### src/rtl/sdram_sched_pkg.sv
// Shared definitions for the two-client SDRAM burst scheduler.
//   - sched_state_t : scheduler FSM states
//   - ADDR_W        : SDRAM word address width
//   - WR_BURST_W    : width of the write burst-length output
//   - RD_BURST_W    : width of the read burst-length output
package sdram_sched_pkg;

    localparam int ADDR_W     = 21;
    localparam int WR_BURST_W = 9;
    localparam int RD_BURST_W = 10;

    typedef enum logic [2:0] {
        ST_IDLE,
        ST_WR_REQ,
        ST_WR_RUN,
        ST_RD_REQ,
        ST_RD_RUN
    } sched_state_t;

endpackage

### src/rtl/sdram_addr_gen.sv
// Per-client burst offset tracker.
//   clk, rst_n   : clock, asynchronous active-low reset
//   frame_start  : one-cycle frame-begin pulse from the client
//   busy         : client is in (or entering) its REQ/RUN phase
//   finish       : accepted burst-finish pulse (only while in RUN)
//   off          : current word offset within the frame
//   start_apply  : pulse when a frame start takes effect on the offset
// WRAP=1 returns the offset to 0 at the end of the frame (read side);
// WRAP=0 parks it at FRAME_WORDS until the next frame start (write side).
module sdram_addr_gen
    import sdram_sched_pkg::*;
#(
    parameter bit          WRAP        = 1'b0,
    parameter int unsigned BURST_LEN   = 256,
    parameter int unsigned FRAME_WORDS = 307200
) (
    input  logic              clk,
    input  logic              rst_n,
    input  logic              frame_start,
    input  logic              busy,
    input  logic              finish,
    output logic [ADDR_W-1:0] off,
    output logic              start_apply
);

    localparam logic [ADDR_W-1:0] BURST_A = ADDR_W'(BURST_LEN);
    localparam logic [ADDR_W-1:0] FRAME_A = ADDR_W'(FRAME_WORDS);

    logic [ADDR_W-1:0] off_q, off_d;
    logic              pend_q, pend_d;
    logic [ADDR_W-1:0] adv;

    always_comb begin
        adv         = off_q + BURST_A;
        off_d       = off_q;
        pend_d      = pend_q;
        start_apply = 1'b0;
        if (finish) begin
            // A start seen during the burst (latched or arriving with the
            // finish) replaces the normal advance.
            if (pend_q || frame_start) begin
                off_d       = '0;
                pend_d      = 1'b0;
                start_apply = 1'b1;
            end else if (adv >= FRAME_A) begin
                off_d = WRAP ? '0 : FRAME_A;
            end else begin
                off_d = adv;
            end
        end else if (frame_start) begin
            if (busy) begin
                pend_d = 1'b1;
            end else begin
                off_d       = '0;
                start_apply = 1'b1;
            end
        end
    end

    always_ff @(posedge clk or negedge rst_n) begin
        if (!rst_n) begin
            off_q  <= '0;
            pend_q <= 1'b0;
        end else begin
            off_q  <= off_d;
            pend_q <= pend_d;
        end
    end

    assign off = off_q;

endmodule

### src/rtl/sdram_port_sched.sv
// Two-client burst scheduler in front of sdram_controller. Arbitrates the
// single SDRAM port between the camera write FIFO and the display read FIFO
// and generates burst start addresses.
// Ports: clk/rst_n; sdram_init_done; wr/rd_frame_start pulses; wr/rd FIFO
// levels; write and read request/ack/addr/burst/finish handshakes to the
// controller; wr_buf_sel/rd_buf_sel frame-store buffer selects.
// Build option: SDRAM_PINGPONG_EN enables double buffering of the frame
// store; without it both buffer selects are tied to 0.
//
// state     | meaning
// ----------+-------------------------------------------------
// ST_IDLE   | evaluate eligibility, pick next client
// ST_WR_REQ | sdram_wr_req high, waiting for sdram_wr_ack
// ST_WR_RUN | write burst in progress, waiting for finish
// ST_RD_REQ | sdram_rd_req high, waiting for sdram_rd_ack
// ST_RD_RUN | read burst in progress, waiting for finish
module sdram_port_sched
    import sdram_sched_pkg::*;
#(
    parameter int unsigned       BURST_LEN     = 256,
    parameter int unsigned       FRAME_WORDS   = 307200,
    parameter logic [ADDR_W-1:0] BUF0_BASE     = 21'h000000,
    parameter logic [ADDR_W-1:0] BUF1_BASE     = 21'h080000,
    parameter int unsigned       RD_FIFO_DEPTH = 1024
) (
    input  logic                  clk,
    input  logic                  rst_n,
    input  logic                  sdram_init_done,
    input  logic                  wr_frame_start,
    input  logic                  rd_frame_start,
    input  logic [9:0]            wr_fifo_level,
    input  logic [9:0]            rd_fifo_level,
    output logic                  sdram_wr_req,
    input  logic                  sdram_wr_ack,
    output logic [ADDR_W-1:0]     sdram_wr_addr,
    output logic [WR_BURST_W-1:0] sdram_wr_burst,
    input  logic                  wr_burst_finish,
    output logic                  sdram_rd_req,
    input  logic                  sdram_rd_ack,
    output logic [ADDR_W-1:0]     sdram_rd_addr,
    output logic [RD_BURST_W-1:0] sdram_rd_burst,
    input  logic                  rd_burst_finish,
    output logic                  wr_buf_sel,
    output logic                  rd_buf_sel
);

    localparam logic [ADDR_W-1:0] BURST_A = ADDR_W'(BURST_LEN);
    localparam logic [ADDR_W-1:0] FRAME_A = ADDR_W'(FRAME_WORDS);

    sched_state_t          state_q, state_d;
    logic                  last_was_wr_q, last_was_wr_d;
    logic [ADDR_W-1:0]     wr_addr_q, wr_addr_d;
    logic [ADDR_W-1:0]     rd_addr_q, rd_addr_d;
    logic [WR_BURST_W-1:0] wr_burst_q, wr_burst_d;
    logic [RD_BURST_W-1:0] rd_burst_q, rd_burst_d;

    logic [ADDR_W-1:0] wr_off, rd_off;
    logic              wr_elig, rd_elig;
    logic              wr_busy, rd_busy;
    logic              wr_fin, rd_fin;
    logic              wr_start_apply, rd_start_apply;
    logic              wr_sel, rd_sel;

    assign wr_elig = sdram_init_done && (32'(wr_fifo_level) >= BURST_LEN)
                     && (wr_off < FRAME_A);
    assign rd_elig = sdram_init_done
                     && ((32'(rd_fifo_level) + BURST_LEN) <= RD_FIFO_DEPTH);

    always_comb begin
        state_d       = state_q;
        last_was_wr_d = last_was_wr_q;
        unique case (state_q)
            ST_IDLE: begin
                if (wr_elig && (!rd_elig || !last_was_wr_q)) begin
                    state_d       = ST_WR_REQ;
                    last_was_wr_d = 1'b1;
                end else if (rd_elig) begin
                    state_d       = ST_RD_REQ;
                    last_was_wr_d = 1'b0;
                end
            end
            ST_WR_REQ: if (sdram_wr_ack)    state_d = ST_WR_RUN;
            ST_WR_RUN: if (wr_burst_finish) state_d = ST_IDLE;
            ST_RD_REQ: if (sdram_rd_ack)    state_d = ST_RD_RUN;
            ST_RD_RUN: if (rd_burst_finish) state_d = ST_IDLE;
            default:                        state_d = ST_IDLE;
        endcase
    end

    // A frame start arriving in the same cycle IDLE commits to a request is
    // treated as mid-burst: the address already captured stays consistent
    // with the offset that burst will advance.
    assign wr_busy = (state_q == ST_WR_REQ) || (state_q == ST_WR_RUN)
                     || (state_d == ST_WR_REQ);
    assign rd_busy = (state_q == ST_RD_REQ) || (state_q == ST_RD_RUN)
                     || (state_d == ST_RD_REQ);
    assign wr_fin  = (state_q == ST_WR_RUN) && wr_burst_finish;
    assign rd_fin  = (state_q == ST_RD_RUN) && rd_burst_finish;

    always_comb begin
        wr_addr_d  = wr_addr_q;
        rd_addr_d  = rd_addr_q;
        wr_burst_d = wr_burst_q;
        rd_burst_d = rd_burst_q;
        if ((state_q == ST_IDLE) && (state_d == ST_WR_REQ)) begin
            wr_addr_d  = (wr_sel ? BUF1_BASE : BUF0_BASE) + wr_off;
            wr_burst_d = WR_BURST_W'(BURST_LEN);
        end
        if ((state_q == ST_IDLE) && (state_d == ST_RD_REQ)) begin
            rd_addr_d  = (rd_sel ? BUF1_BASE : BUF0_BASE) + rd_off;
            rd_burst_d = RD_BURST_W'(BURST_LEN);
        end
    end

    always_ff @(posedge clk or negedge rst_n) begin
        if (!rst_n) begin
            state_q       <= ST_IDLE;
            last_was_wr_q <= 1'b0;
            wr_addr_q     <= '0;
            rd_addr_q     <= '0;
            wr_burst_q    <= '0;
            rd_burst_q    <= '0;
        end else begin
            state_q       <= state_d;
            last_was_wr_q <= last_was_wr_d;
            wr_addr_q     <= wr_addr_d;
            rd_addr_q     <= rd_addr_d;
            wr_burst_q    <= wr_burst_d;
            rd_burst_q    <= rd_burst_d;
        end
    end

    sdram_addr_gen #(
        .WRAP        (1'b0),
        .BURST_LEN   (BURST_LEN),
        .FRAME_WORDS (FRAME_WORDS)
    ) u_wr_addr_gen (
        .clk         (clk),
        .rst_n       (rst_n),
        .frame_start (wr_frame_start),
        .busy        (wr_busy),
        .finish      (wr_fin),
        .off         (wr_off),
        .start_apply (wr_start_apply)
    );

    sdram_addr_gen #(
        .WRAP        (1'b1),
        .BURST_LEN   (BURST_LEN),
        .FRAME_WORDS (FRAME_WORDS)
    ) u_rd_addr_gen (
        .clk         (clk),
        .rst_n       (rst_n),
        .frame_start (rd_frame_start),
        .busy        (rd_busy),
        .finish      (rd_fin),
        .off         (rd_off),
        .start_apply (rd_start_apply)
    );

`ifdef SDRAM_PINGPONG_EN
    logic wr_sel_q, wr_sel_d;
    logic rd_sel_q, rd_sel_d;
    logic last_done_q, last_done_d;
    logic done_flag_q, done_flag_d;
    logic wr_frame_end;

    // The buffer only flips on a start that follows a completed frame, so a
    // start pulse before the first frame finishes keeps writing buffer 0.
    always_comb begin
        wr_frame_end = wr_fin && ((wr_off + BURST_A) >= FRAME_A);
        last_done_d  = wr_frame_end ? wr_sel_q : last_done_q;
        done_flag_d  = done_flag_q;
        wr_sel_d     = wr_sel_q;
        if (wr_frame_end) begin
            done_flag_d = 1'b1;
        end
        if (wr_start_apply) begin
            done_flag_d = 1'b0;
            if (done_flag_q || wr_frame_end) begin
                wr_sel_d = ~wr_sel_q;
            end
        end
        rd_sel_d = rd_start_apply ? last_done_d : rd_sel_q;
    end

    always_ff @(posedge clk or negedge rst_n) begin
        if (!rst_n) begin
            wr_sel_q    <= 1'b0;
            rd_sel_q    <= 1'b0;
            last_done_q <= 1'b0;
            done_flag_q <= 1'b0;
        end else begin
            wr_sel_q    <= wr_sel_d;
            rd_sel_q    <= rd_sel_d;
            last_done_q <= last_done_d;
            done_flag_q <= done_flag_d;
        end
    end

    assign wr_sel = wr_sel_q;
    assign rd_sel = rd_sel_q;
`else
    logic unused_start;
    assign unused_start = wr_start_apply ^ rd_start_apply;
    assign wr_sel       = 1'b0;
    assign rd_sel       = 1'b0;
`endif

    assign sdram_wr_req   = (state_q == ST_WR_REQ);
    assign sdram_rd_req   = (state_q == ST_RD_REQ);
    assign sdram_wr_addr  = wr_addr_q;
    assign sdram_rd_addr  = rd_addr_q;
    assign sdram_wr_burst = wr_burst_q;
    assign sdram_rd_burst = rd_burst_q;
    assign wr_buf_sel     = wr_sel;
    assign rd_buf_sel     = rd_sel;

endmodule

### config.mk
export PLATFORM = sky130hd
export DESIGN_NAME = sdram_port_sched
export DESIGN_NICKNAME = d
export VERILOG_FILES = /design/src/rtl/sdram_sched_pkg.sv /design/src/rtl/sdram_addr_gen.sv /design/src/rtl/sdram_port_sched.sv
export SDC_FILE = /design/constraint.sdc
export NUM_CORES = 1
export LEC_CHECK = 0
export BUFFER_PORTS_ARGS = -buffer_cell sky130_fd_sc_hd__buf_2
export CORE_UTILIZATION = 40
export CTS_BUF_LIST = sky130_fd_sc_hd__clkbuf_16
export DETAILED_ROUTE_END_ITERATION = 8
export PLACE_DENSITY = 0.63
export SETUP_SLACK_MARGIN = 0.4
export SLEW_MARGIN = 10
export SYNTH_ARGS = -nofsm -noshare
export SYNTH_HDL_FRONTEND = slang
export SYNTH_SLANG_ARGS = --single-unit
### constraint.sdc
create_clock -name clk -period 2.4 [get_ports clk]
set_clock_uncertainty 0.05 [all_clocks]
set_input_delay 0.48 -clock clk [delete_from_list [all_inputs] [get_ports clk]]
set_output_delay 0.48 -clock clk [all_outputs]
set_load 0.02 [all_outputs]
==> run metrics <==
remaining antenna violation count 0; crit end category flop; period utilization 0.936; Leakage 2.19 nW; first-pass GRT wire length 14600 um; top cell type's share of synthesized area 0.414; clock buffer depth 2; status complete, no violations; Post-Synthesis Cell Area 3620 um2; R2R Setup Slk 0.15 ns; register area 1520 um2; Final GP Congestion 0.850; Layout Nets 496; area of the multi-input gates 2120 um2; Max Cap Viol 0; Final Cell Area 4840 um2; cells on worst reg2reg path 7; Post-synth EDFFs 0; crit path cell chain ha_4, or3b_4, o32ai_4, a2111oi_4, o22ai_4, nor2_4, a221o_1; H-tree levels 3; Sink Count 60; Max Clock Freq 445 MHz; NetSw 0.000999 W; RR Endpoint u_wr_addr_gen.off[11]$_DFFE_PN0P_; CTS tree built; clk slew on worst S/H paths around 0.05 ns; Detailed Place HPWL 5690 um; CTS Buf Count 9; initial antenna violation count 0; ys async rst share 1.00; Wirelength per Cell 15.6 um; worst path bufs/invs 0; final setup violation count 0; Via density 5.45; synth warn 0; grt ovf 0; post-synthesis sequential area ratio 0.414; Layout Area Growth over Synthesis 33.5%; Int Pwr 0.00229 W; synth unique cells 72; placed inst area 3980 um2; Slew HR 0.628; Max IR drop VDD about 0.36 mV; CP Class flop to flop; final hold violations 0; antenna fix cells 0; buffers added on ports 50; total stage count of the critical path 7; Die Area 9440 um2; Power Density between 600 and 700 nW/um2; ranking of synthesized cells by area dfrtp_1 41%, buf_4 8.1%, mux2_2 5.6%; routed vias 3141; Final Max Slew Viols 0; crit-path max FO 8; Switching Fraction 0.304; Hold Path Class primary input to asynchronous set/reset pin; row cnt 34; initial DRC count 141; final wirelength 9010 um; fraction of layout cells with a size suffix above 1 0.438; DRC errors left 0; synthesized instance count 368; largest net degree at the start of global routing 40; Crit path max-delay family compound AO/OA/AOI/OAI gates; total track usage 0.191; die height 97.2 um; dpl ws -0.00663 ns; Core Box Area a little under 9000 um2; die width 97.2 um; Synth Area per Inst just under 10 um2; FF-to-FF Start u_wr_addr_gen.off[8]$_DFFE_PN0P_; crit path time final 2.25 ns; ys flop type dfrtp_1; Worst Setup Start Kind flop; RSZ-0062 raised after global routing yes; Data arrival, critical path 2.40 ns; slowest stage delay, CP around 0.44 ns; Comb power frac 0.239; fill count 745; area leader, netlist dfrtp_1; final worst slack 0.154 ns; sequential power share 0.351; drt pass-1 iters 4; required time of the critical path 2.55 ns; Worst Setup SP u_wr_addr_gen.off[8]$_DFFE_PN0P_; Slowest-stage cell, CP dfrtp_2; Clock Power Share 0.410; worst-skew pair later-pin latency around 0.33 ns; I/O Pins 94; Yosys reg bits 60; starting density of the core 0.413; worst slew pin tran 0.558 ns; vias in the first global route ~3.0k; clock root buffer master clkbuf_16; Critical Path End u_wr_addr_gen.off[11]$_DFFE_PN0P_
cell usage in the layout (no fill, tap or decap), types with 3 or more instances in the layout:
master / instances
a21oi_1: 7
a221o_1: 4
a311oi_2: 4
a31oi_1: 6
and2_1: 7
buf_2: 50
buf_4: 38
buf_6: 12
clkbuf_16: 9
clkinv_2: 3
conb_1: 35
dfrtp_1: 45
dfrtp_2: 15
inv_1: 12
mux2_2: 17
mux2i_1: 5
nand2_1: 29
nand2_2: 3
nand2b_1: 3
nand3_1: 17
nand3b_1: 4
nand4_1: 5
nor2_1: 13
nor3_1: 11
nor4_1: 4
o211ai_1: 5
o21ai_0: 13
o21ai_1: 4
or3_1: 5
xnor2_1: 3
worst reg2reg max path, cell delays in order (launching register included):
cell and delay (ns):
dfrtp_2 0.44, ha_4 0.20, or3b_4 0.38, o32ai_4 0.14
a2111oi_4 0.13, o22ai_4 0.36, nor2_4 0.10, a221o_1 0.32
worst min-delay path by stage:
stage / depth (start not counted) / slack (ns) / endpoint / from
after floorplan: 0 / 0.13 / last_was_wr_q$_DFFE_PN0P_ / rst_n
after global placement: 1 / 0.40 / sdram_wr_burst[8]$_DFFE_PN0P_ / sdram_wr_burst[8]$_DFFE_PN0P_
after detailed placement: 1 / 0.41 / sdram_rd_burst[8]$_DFFE_PN0P_ / sdram_rd_burst[8]$_DFFE_PN0P_
after CTS: 1 / 0.10 / sdram_wr_addr[18]$_DFFE_PN0P_ / rst_n
after global routing: 1 / 0.13 / sdram_wr_addr[18]$_DFFE_PN0P_ / rst_n
final: 1 / 0.09 / sdram_wr_addr[18]$_DFFE_PN0P_ / rst_n
cell type report:
class	count	area share
multi-input combinational	278	0.439
sequential	60	0.314
timing repair buffer	102	0.146
clock buffer	9	0.0466
tap	108	0.0279
clock inverter	7	0.0171
inverter	12	0.00931
per-stage QoR:
step	power [W]	hold slack, ns	setup TNS (ns)	instances	utilization
floorplan	0.00167	0.134	0	402	-
global placement	0.00178	0.396	0	528	0.454
detailed placement	0.00180	0.406	-0.00978	528	0.454
CTS	0.00322	0.102	0	563	0.519
global route	0.00343	0.126	0	576	0.552
finish	0.00328	0.0879	0	576	0.552
flip-flops by register name, summed over array words and instances (netlist names):
signal,flops
sdram_rd_addr,13
sdram_wr_addr,13
u_rd_addr_gen.off,13
u_wr_addr_gen.off,13
state_q,3
last_was_wr_q,1
sdram_rd_burst,1
sdram_wr_burst,1
u_rd_addr_gen.pend_q,1
u_wr_addr_gen.pend_q,1
power by group through the flow:
stage | clock [W] | combinational, W | sequential, W
3_5_place_dp | 0 | 0.000635 | 0.00116
3_3_place_gp | 0 | 0.000619 | 0.00116
6_report | 0.00135 | 0.000785 | 0.00115
4_1_cts | 0.00137 | 0.000702 | 0.00115
2_1_floorplan | 0 | 0.000520 | 0.00115
5_1_grt | 0.00142 | 0.000853 | 0.00116
synthesized netlist by cell type, types with 2 or more instances:
cell / instances
nor3_1: 12
o21ai_0: 16
o21a_1: 2
nand4_1: 5
a2111oi_2: 2
nand2b_1: 3
a21oi_1: 8
nor2_1: 16
o32ai_1: 2
nand3b_1: 4
clkbuf_1: 3
nand3_1: 21
a221o_1: 4
xnor2_1: 3
or2_2: 2
nor2b_1: 3
buf_6: 4
a21o_1: 2
and4_1: 2
dfrtp_1: 60
a31oi_1: 6
o211ai_1: 5
buf_4: 39
mux2_2: 18
or3_1: 7
nor4_1: 4
mux2i_1: 5
o21ai_1: 3
inv_1: 11
and2_1: 7
nand2_1: 31
and3_1: 2
a22o_1: 2
nor4b_1: 3
a311oi_1: 5
buf_2: 6
nor4_2: 2
ha_1: 4
metal layers:
layer / global-route usage / share of wire / wire length (um)
met1: 0.237 / 0.42 / 3820
met2: 0.316 / 0.52 / 4660
met3: 0.0432 / 0.042 / 376
met4: 0.0873 / 0.016 / 148
met5: 0 / 0 / 0
cells by family after synthesis:
group                      Yosys count  share of synthesized area
AOI/OAI and AO/OA                   76                      0.167
xor gates and xnor gates             3                    0.00725
adders and majority gates            4                     0.0138
buffers and inverters               65                      0.119
DFF                                 60                      0.414
muxes                               24                     0.0729
other                                1                    0.00103
and+or+nand+nor                    135                      0.204
repair_timing:
item                       4_1_cts  5_1_grt
hold buffers                     0        0
gates resized for setup         28       41
cloned                           1        0
setup endpoints to repair       49       44
setup buffers                   18       13
pin swaps                       15       22
No activity file was read; power rests on OpenSTA's default activity.
